--- src/rtl/left_shift_iter.sv ---
// -----------------------------------------------------------------------------
// left_shift_iter
//   Iterative 32-bit left shifter. An operand pair (a, b) is accepted in IDLE,
//   then one logarithmic stage (shift by 1, 2, 4, 8, 16) is applied per cycle
//   for exactly five cycles regardless of b. The result is then held on w5
//   with out_valid until the consumer takes it.
//
//   Optional build macro:
//     LSHIFT_ROTATE_EN - when defined, each stage rotates left (bits leaving
//                        bit 31 re-enter at bit 0) instead of zero-filling.
//
// Ports:
//   clk        in   1   clock, all state on rising edge
//   rst_n      in   1   asynchronous active-low reset
//   in_valid   in   1   operand pair offered
//   in_ready   out  1   block can accept operands (IDLE only)
//   a          in  32   value to shift
//   b          in   5   shift amount 0..31
//   out_valid  out  1   result held on w5
//   out_ready  in   1   consumer takes result
//   w5         out 32   shifted result (meaningful only while out_valid=1)
//   busy       out  1   high in SHIFT or DONE
// -----------------------------------------------------------------------------
module left_shift_iter (
  input  logic        clk,
  input  logic        rst_n,
  input  logic        in_valid,
  output logic        in_ready,
  input  logic [31:0] a,
  input  logic [4:0]  b,
  output logic        out_valid,
  input  logic        out_ready,
  output logic [31:0] w5,
  output logic        busy
);

  typedef enum logic [1:0] {
    ST_IDLE  = 2'd0,
    ST_SHIFT = 2'd1,
    ST_DONE  = 2'd2
  } state_t;

  state_t      r_state;
  logic [31:0] r_acc;
  logic [4:0]  r_amount;
  logic [2:0]  r_stage;
  logic        r_out_valid;
  logic        r_busy;

  logic        w_amt_bit;
  logic [31:0] w_next_acc;

  // Apply log stage k (distance 2^k) unconditionally to the accumulator value.
  function automatic logic [31:0] stage_shift(input logic [31:0] acc, input logic [2:0] k);
    logic [31:0] res;
    case (k)
`ifdef LSHIFT_ROTATE_EN
      3'd0:    res = {acc[30:0], acc[31:31]};
      3'd1:    res = {acc[29:0], acc[31:30]};
      3'd2:    res = {acc[27:0], acc[31:28]};
      3'd3:    res = {acc[23:0], acc[31:24]};
      3'd4:    res = {acc[15:0], acc[31:16]};
`else
      3'd0:    res = {acc[30:0], 1'b0};
      3'd1:    res = {acc[29:0], 2'b00};
      3'd2:    res = {acc[27:0], 4'h0};
      3'd3:    res = {acc[23:0], 8'h00};
      3'd4:    res = {acc[15:0], 16'h0000};
`endif
      default: res = acc;
    endcase
    return res;
  endfunction

  // Select the amount bit that controls the current stage.
  always_comb begin
    w_amt_bit = 1'b0;
    case (r_stage)
      3'd0:    w_amt_bit = r_amount[0];
      3'd1:    w_amt_bit = r_amount[1];
      3'd2:    w_amt_bit = r_amount[2];
      3'd3:    w_amt_bit = r_amount[3];
      3'd4:    w_amt_bit = r_amount[4];
      default: w_amt_bit = 1'b0;
    endcase
  end

  // Next accumulator value for the current stage: shifted if its amount bit is set.
  always_comb begin
    w_next_acc = r_acc;
    if (w_amt_bit) begin
      w_next_acc = stage_shift(r_acc, r_stage);
    end else begin
      w_next_acc = r_acc;
    end
  end

  // Control FSM with datapath registers; all outputs except in_ready are registered.
  always_ff @(posedge clk or negedge rst_n) begin
    if (!rst_n) begin
      r_state     <= ST_IDLE;
      r_acc       <= 32'h0000_0000;
      r_amount    <= 5'd0;
      r_stage     <= 3'd0;
      r_out_valid <= 1'b0;
      r_busy      <= 1'b0;
    end else begin
      case (r_state)
        ST_IDLE: begin
          if (in_valid) begin
            r_acc    <= a;
            r_amount <= b;
            r_stage  <= 3'd0;
            r_busy   <= 1'b1;
            r_state  <= ST_SHIFT;
          end
        end
        ST_SHIFT: begin
          // Always run all five stages so latency does not depend on b.
          r_acc   <= w_next_acc;
          r_stage <= r_stage + 3'd1;
          if (r_stage == 3'd4) begin
            r_out_valid <= 1'b1;
            r_state     <= ST_DONE;
          end
        end
        ST_DONE: begin
          if (out_ready) begin
            r_out_valid <= 1'b0;
            r_busy      <= 1'b0;
            r_state     <= ST_IDLE;
          end
        end
        default: begin
          r_out_valid <= 1'b0;
          r_busy      <= 1'b0;
          r_state     <= ST_IDLE;
        end
      endcase
    end
  end

  assign in_ready  = (r_state == ST_IDLE);
  assign out_valid = r_out_valid;
  assign w5        = r_acc;
  assign busy      = r_busy;

endmodule

--- config.mk ---
export PLATFORM = sky130hd
export DESIGN_NAME = left_shift_iter
export DESIGN_NICKNAME = d
export VERILOG_FILES = /design/src/rtl/left_shift_iter.sv
export SDC_FILE = /design/constraint.sdc
export NUM_CORES = 1
export LEC_CHECK = 0
export CORE_UTILIZATION = 30
export DETAILED_ROUTE_END_ITERATION = 8
export SYNTH_ARGS = -nofsm -noshare
export SYNTH_HDL_FRONTEND = slang
export SYNTH_SLANG_ARGS = --single-unit
--- constraint.sdc ---
create_clock -name clk -period 2.2 [get_ports clk]
set_input_delay 0.33 -clock clk [delete_from_list [all_inputs] [get_ports clk]]
set_output_delay 0.33 -clock clk [all_outputs]
set_load 0.005 [all_outputs]
==> results of run 1 <==
-- through the flow --
stage                     power [mW]  util (%)  hold slack, ns
final                           7.74      42.8        -0.00414
after global routing            8.27      42.8          0.0287
after CTS                       7.33      41.3         0.00878
after detailed placement        6.66      40.2           0.341
after global placement          6.56      40.2           0.332
after floorplan                 5.03         -          0.0344
-- logic make-up after synthesis --
logic type / Yosys count
compound gates: 127
fa+ha+maj: 5
buf+inv: 41
flops: 44
mux: 37
simple gates: 65
-- routing by layer --
metal / up-vias / wire, um
met5: - / 0
met4: 0 / 107
met3: 12 / 604
met2: 123 / 4760
met1: 1503 / 4470
li1: 1400 / -
-- worst max-delay path, delay by kind of cell (launching register included) --
family                   cells  cell delay, ns
multiplexers                 1            0.29
adder cells (fa/ha/maj)      1            0.17
flip-flops                   1            0.43
AO/OA/AOI/OAI                2            0.40
buffers and inverters        3            0.39
AND/OR/NAND/NOR              1            0.38
-- flip-flops by register name, indices dropped and copies added, names as in the netlist --
signal / count
w5: 32
r_amount: 5
r_stage: 3
r_state: 2
busy: 1
out_valid: 1
-- report_power, final --
| group | switching, mW | internal (mW) |
|---|---|---|
| combinational | 2.32 | 2.91 |
| clock | 0.305 | 0.337 |
| sequential | 0.658 | 1.20 |
| total | 3.28 | 4.45 |
-- layout make-up --
class / count / area [um2] / share of cell area [%]
clock buffers: 5 / 68.8 / 1.57
clock inverters: 3 / 42.5 / 0.968
inverters: 6 / 22.5 / 0.513
multi-input cells: 234 / 1930 / 43.8
flip-flops and latches: 44 / 1100 / 25.1
well taps: 136 / 170 / 3.87
repair buffers: 108 / 1060 / 24.1
-- how the worst min path moves through the flow --
stage / start / endpoint / slack, ns / cells past startpoint
3_5_place_dp: rst_n / w5[13]$_DFFE_PN0P_ / 0.34 / 1
2_1_floorplan: rst_n / busy$_DFFE_PN0P_ / 0.03 / 0
3_3_place_gp: rst_n / w5[12]$_DFFE_PN0P_ / 0.33 / 1
5_1_grt: rst_n / w5[13]$_DFFE_PN0P_ / 0.03 / 1
6_report: rst_n / w5[13]$_DFFE_PN0P_ / -0.004 / 1
4_1_cts: rst_n / w5[13]$_DFFE_PN0P_ / 0.009 / 1
-- cell usage after synthesis (5+ instances only) --
cell type and instances:
a21oi_1 17, a222oi_1 8, a22o_1 21, a32o_1 15, buf_2 5, clkbuf_1 21
dfrtp_1 44, ha_1 5, inv_1 6, mux2_2 8, mux2_4 29, nand2_1 45
nor2_1 8, o211ai_1 32, o21ai_0 11, o221ai_1 8
-- repair_timing --
item                                    4_1_cts  5_1_grt
endpoints found under the setup margin       12       31
pin swaps                                     1        6
gates cloned                                  0        3
setup buffers                                 0        5
gates resized for setup                       1       18
==> flow_summary.ini, run 1 <==
[clocking]
cts_hold_buffers = 0
clk_pin_slew_worst_paths_ns = 0.10
cts_tree = done
htreeDepth = 2
root_buffer = clkbuf_8
numCtsBuffers = 5
insertion_delay_ns = 0.30
clk_path_buf_depth = 2
cts.sinks = 44

[synthesis]
yosys.area.top_type_share_pct = 34.7
synthArstFlopShare_pct = 100
synth_compound_area_share_pct = 31.5
yosys_warnings = 0
synth-xor-area-share_pct = 0
synth_fa_ha_area_share_pct = 1.97
syn_nets = 365
synth.avg_cell_area_um2 = 9.95
post_synth_inst_count = 319
synth_mux_area_share_pct = 16.6
synth_area_um2 = 3170
synth_cell_types = 37
ys.flop_type = dfrtp_1
synth-seq-area-share_pct = 34.7
synth_top_area_cell = dfrtp_1
yosys-top-cells-area = dfrtp_1 35%, mux2_4 14%, o211ai_1 7.6%
synth-edff-count = 0
synthSimpleGateAreaFrac_pct = 9.11
yosys_register_bits = 44
synth_top_family_by_area = compound AO/OA/AOI/OAI gates

[detailed_routing]
firstDrtPassIters = 8
route.detailed.drc = 0
vias_per_cell = 5.67
drt-total-wl_mm = 9.94
wl_per_cell_um = 18.5
drt_iter0_markers = 232
ant_nets = 0
dr_total_vias = 3038

[finish]
nets = 445
fill_cells = 1010
antenna_cells = 0
final_common_cell = clkdlybuf4s50_1
layout_common_cells = 74 x clkdlybuf4s50_1, 45 x nand2_1, 42 x dfrtp_1, 32 x o211ai_1, 29 x mux2_4
stdcell_count = 536
final_area_um2 = 4390
drive_above_1_share_pct = 23.8
syn_to_final_growth_pct = 38.5

[place]
portBuffers = 75
place_ws_ns = -0.0813
place_congestion = 0.778
placed_cell_area_um2 = 4130
dp_hpwl_mm = 6.88
dpl.cell_count = 520

[grt]
grt_max_degree = 38
antenna_found_initial = 0
grtUsageMet2_pct = 30.0
grt_pass1_wl_mm = 16.0
use_met1_pct = 23.9
grt_use_met3_pct = 3.24
grt_overflow = 0
grt.total_usage_pct = 18.0
grt_pass1_vias = 3060
busiest_layer = met2

[timing]
maxSlewHeadroom_pct = 50.0
rsz0062_at_grt = true
skew_ns = 0.0101
fin_tns_setup_ns = 0
final_max_slew_viol_count = 0
min_period_ns = 2.17
fmax_mhz = 461
whs_ns = -0.00414
setup_ws_ns = 0.0323
hold_viol_final = 4
finalSetupViolations = 0
timing.final.crit_share_pct = 98.5
tightest_slew_ns = 0.742

[worst_setup_path]
critPathArrivalTime_ns = 2.37
cp_cell_sequence = inv_2 -> ha_4 -> or3_1 -> a211oi_2 -> a211oi_4 -> buf_6 -> clkbuf_16 -> mux2_4
cp_max_fo = 5
slowest_delay_ns = 0.43
r2r-end = w5[7]$_DFFE_PN0P_
crit_path_end = w5[7]$_DFFE_PN0P_
startpoint_type = register
worstSetupStartpoint = r_stage[1]$_DFFE_PN0P_
critPathKind = reg -> reg
reg2reg_slack_ns = 0.03
end_kind = register
cpMaxStageDelayCell = dfrtp_2
required_ns = 2.40
reg2reg_depth = 8
reg2reg_from = r_stage[1]$_DFFE_PN0P_

[floorplan]
row_count = 37
initial_core_util_pct = 30.9
dieArea_um2 = 11000
die_h_um = 105
core-area_um2 = 10300
die_w_um = 105
io_pins = 76

[flow_run]
maxCapViolCount = 0

[run_status]
status = finished, violations left
violations = hold timing

[power]
p_per_area_nw_per_um2 = 1760
leakage_nw = 1.73
peakVddDrop_mv = 0.647

[hold_path]
hp-class = in -> async
Power figures use the tool's default switching activity.
==> run 2, diff against run 1 <==
==> constraint.sdc (replaced) <==
create_clock -name clk -period 2.2 [get_ports clk]
set_input_delay 0.22 -clock clk [delete_from_list [all_inputs] [get_ports clk]]
set_output_delay 0.22 -clock clk [all_outputs]
set_load 0.005 [all_outputs]
==> flow_summary.ini, run 2 (synthesis results as in run 1) <==
[timing]
whs_ns = 0.356
fin_tns_setup_ns = 0
final_max_slew_viol_count = 0
hold_viol_final = 0
fmax_mhz = 459
tightest_slew_ns = 0.706
min_period_ns = 2.18
skew_ns = 0.00756
finalSetupViolations = 0
setup_ws_ns = 0.0196
rsz0062_at_grt = true
timing.final.crit_share_pct = 99.1
maxSlewHeadroom_pct = 52.4

[clocking]
cts.sinks = 44
clk_path_buf_depth = 2
cts_tree = done
htreeDepth = 2
root_buffer = clkbuf_8
insertion_delay_ns = 0.29
clk_pin_slew_worst_paths_ns = 0.09
numCtsBuffers = 5

[power]
comb_power_share_pct = 68.8
leakage_nw = 1.70
p_seq_share_pct = 24.3
p_int_mw = 4.43
switchingPower_mw = 3.30
peakVddDrop_mv = 0.615
sw_frac_of_total_pct = 42.7
p_per_area_nw_per_um2 = 1770
pwr-share-clk_pct = 6.9

[floorplan]
initial_core_util_pct = 30.9
io_pins = 76
die_w_um = 105
row_count = 37
dieArea_um2 = 11000
core-area_um2 = 10300
die_h_um = 105

[place]
place_congestion = 0.797
placed_cell_area_um2 = 4090
dpl.cell_count = 516
place_ws_ns = -0.0201
dp_hpwl_mm = 6.94
portBuffers = 75

[worst_setup_path]
critPathArrivalTime_ns = 2.36
critPathKind = reg -> reg
cp_max_fo = 5
required_ns = 2.38
startpoint_type = register
end_kind = register

[detailed_routing]
drt-total-wl_mm = 10.2
vias_per_cell = 5.59
route.detailed.drc = 0
firstDrtPassIters = 8
ant_nets = 0
dr_total_vias = 2975
wl_per_cell_um = 19.2
drt_iter0_markers = 181

[grt]
antenna_found_initial = 0
grt_max_degree = 38
grt_pass1_vias = 2988
grt_overflow = 0
grt.total_usage_pct = 18.3
grt_pass1_wl_mm = 16.2

[hold_path]
hp-class = in -> async

[finish]
final_area_um2 = 4360
layout_common_cells = 74 x clkdlybuf4s50_1, 45 x nand2_1, 41 x dfrtp_1, 32 x o211ai_1, 29 x mux2_4
stdcell_count = 532
nets = 441
largest_register_ffs = 32
seqCellArea_um2 = 1100
syn_to_final_growth_pct = 37.3
multi_input_area_um2 = 1930
fill_cells = 1024
final_common_cell = clkdlybuf4s50_1
antenna_cells = 0
drive_above_1_share_pct = 23.2

[run_status]
status = complete, no violations

[flow_run]
maxCapViolCount = 0
run 2: cell types whose count changed in the layout (fill, tap and decap cells not counted), sizes merged:
cell and change:
buf -6, bufinv -1, clkbuf +2, clkinv +1, clkinvlp -1, dlygate4sd3 +1
run 2: layout make-up:
| class | count | share of cell area, % |
|---|---|---|
| clock inverters | 2 | 0.230 |
| inverters | 6 | 0.517 |
| multi-input cells | 234 | 44.2 |
| flip-flops and latches | 44 | 25.4 |
| repair buffers | 104 | 23.9 |
| clock buffers | 6 | 1.89 |
| well taps | 136 | 3.90 |
run 2: power by group through the flow:
stage                     registers, mW  clock network, mW  logic (mW)
after floorplan                    1.64                  0        3.38
after global placement             1.84                  0        4.67
after detailed placement           1.86                  0        4.75
after CTS                          1.85              0.555        4.80
after global routing               1.95              0.589        5.72
final                              1.88              0.536        5.32
run 2: stage by stage:
| step | power [mW] | utilization (%) |
|---|---|---|
| after global placement | 6.51 | 39.8 |
| after floorplan | 5.03 | - |
| final | 7.73 | 42.4 |
| after CTS | 7.20 | 40.9 |
| after global routing | 8.26 | 42.4 |
| after detailed placement | 6.61 | 39.8 |
run 2: worst paths after layout:
path,start,end,slack [ns],depth (start not counted)
worst min-delay path,rst_n,w5[10]$_DFFE_PN0P_,0.36,2
max in group asynchronous,rst_n,r_stage[0]$_DFFE_PN0P_,1.28,3
min in group clk,a[0],w5[0]$_DFFE_PN0P_,0.48,3
worst max register to register,r_stage[1]$_DFFE_PN0P_,w5[2]$_DFFE_PN0P_,0.02,7
worst min register to register,r_amount[0]$_DFFE_PN0P_,r_amount[0]$_DFFE_PN0P_,0.53,1
worst max-delay path,r_stage[1]$_DFFE_PN0P_,w5[2]$_DFFE_PN0P_,0.02,7
run 2: layer usage:
metal | GRT usage, % | vias to the layer above | share of wire (%)
li1 | - | 1392 | -
met1 | 24.5 | 1450 | 44
met2 | 30.7 | 121 | 49
met3 | 2.93 | 12 | 5.7
met4 | 4.73 | 0 | 1.3
met5 | 0 | - | 0
run 2: repair_timing:
item,4_1_cts,5_1_grt
hold endpoints to repair,10,0
buffers inserted,1,2
setup endpoints to repair,29,31
cloned,0,4
hold buffers,1,0
gates resized for setup,1,18
pin swaps,1,3
run 2: critical path, cell delays in order (launching register included):
cell	delay, ns
dfrtp_2	0.46
ha_4	0.19
or3_4	0.40
a211oi_4	0.29
a211oi_4	0.09
buf_12	0.18
clkbuf_16	0.16
mux2_4	0.29
==> run 3, diff against run 2 <==
TNS_END_PERCENT = 100   (was unset)
==> results of run 3 <==
Same layout as run 2: the final DEF is identical, and so are final timing and power.
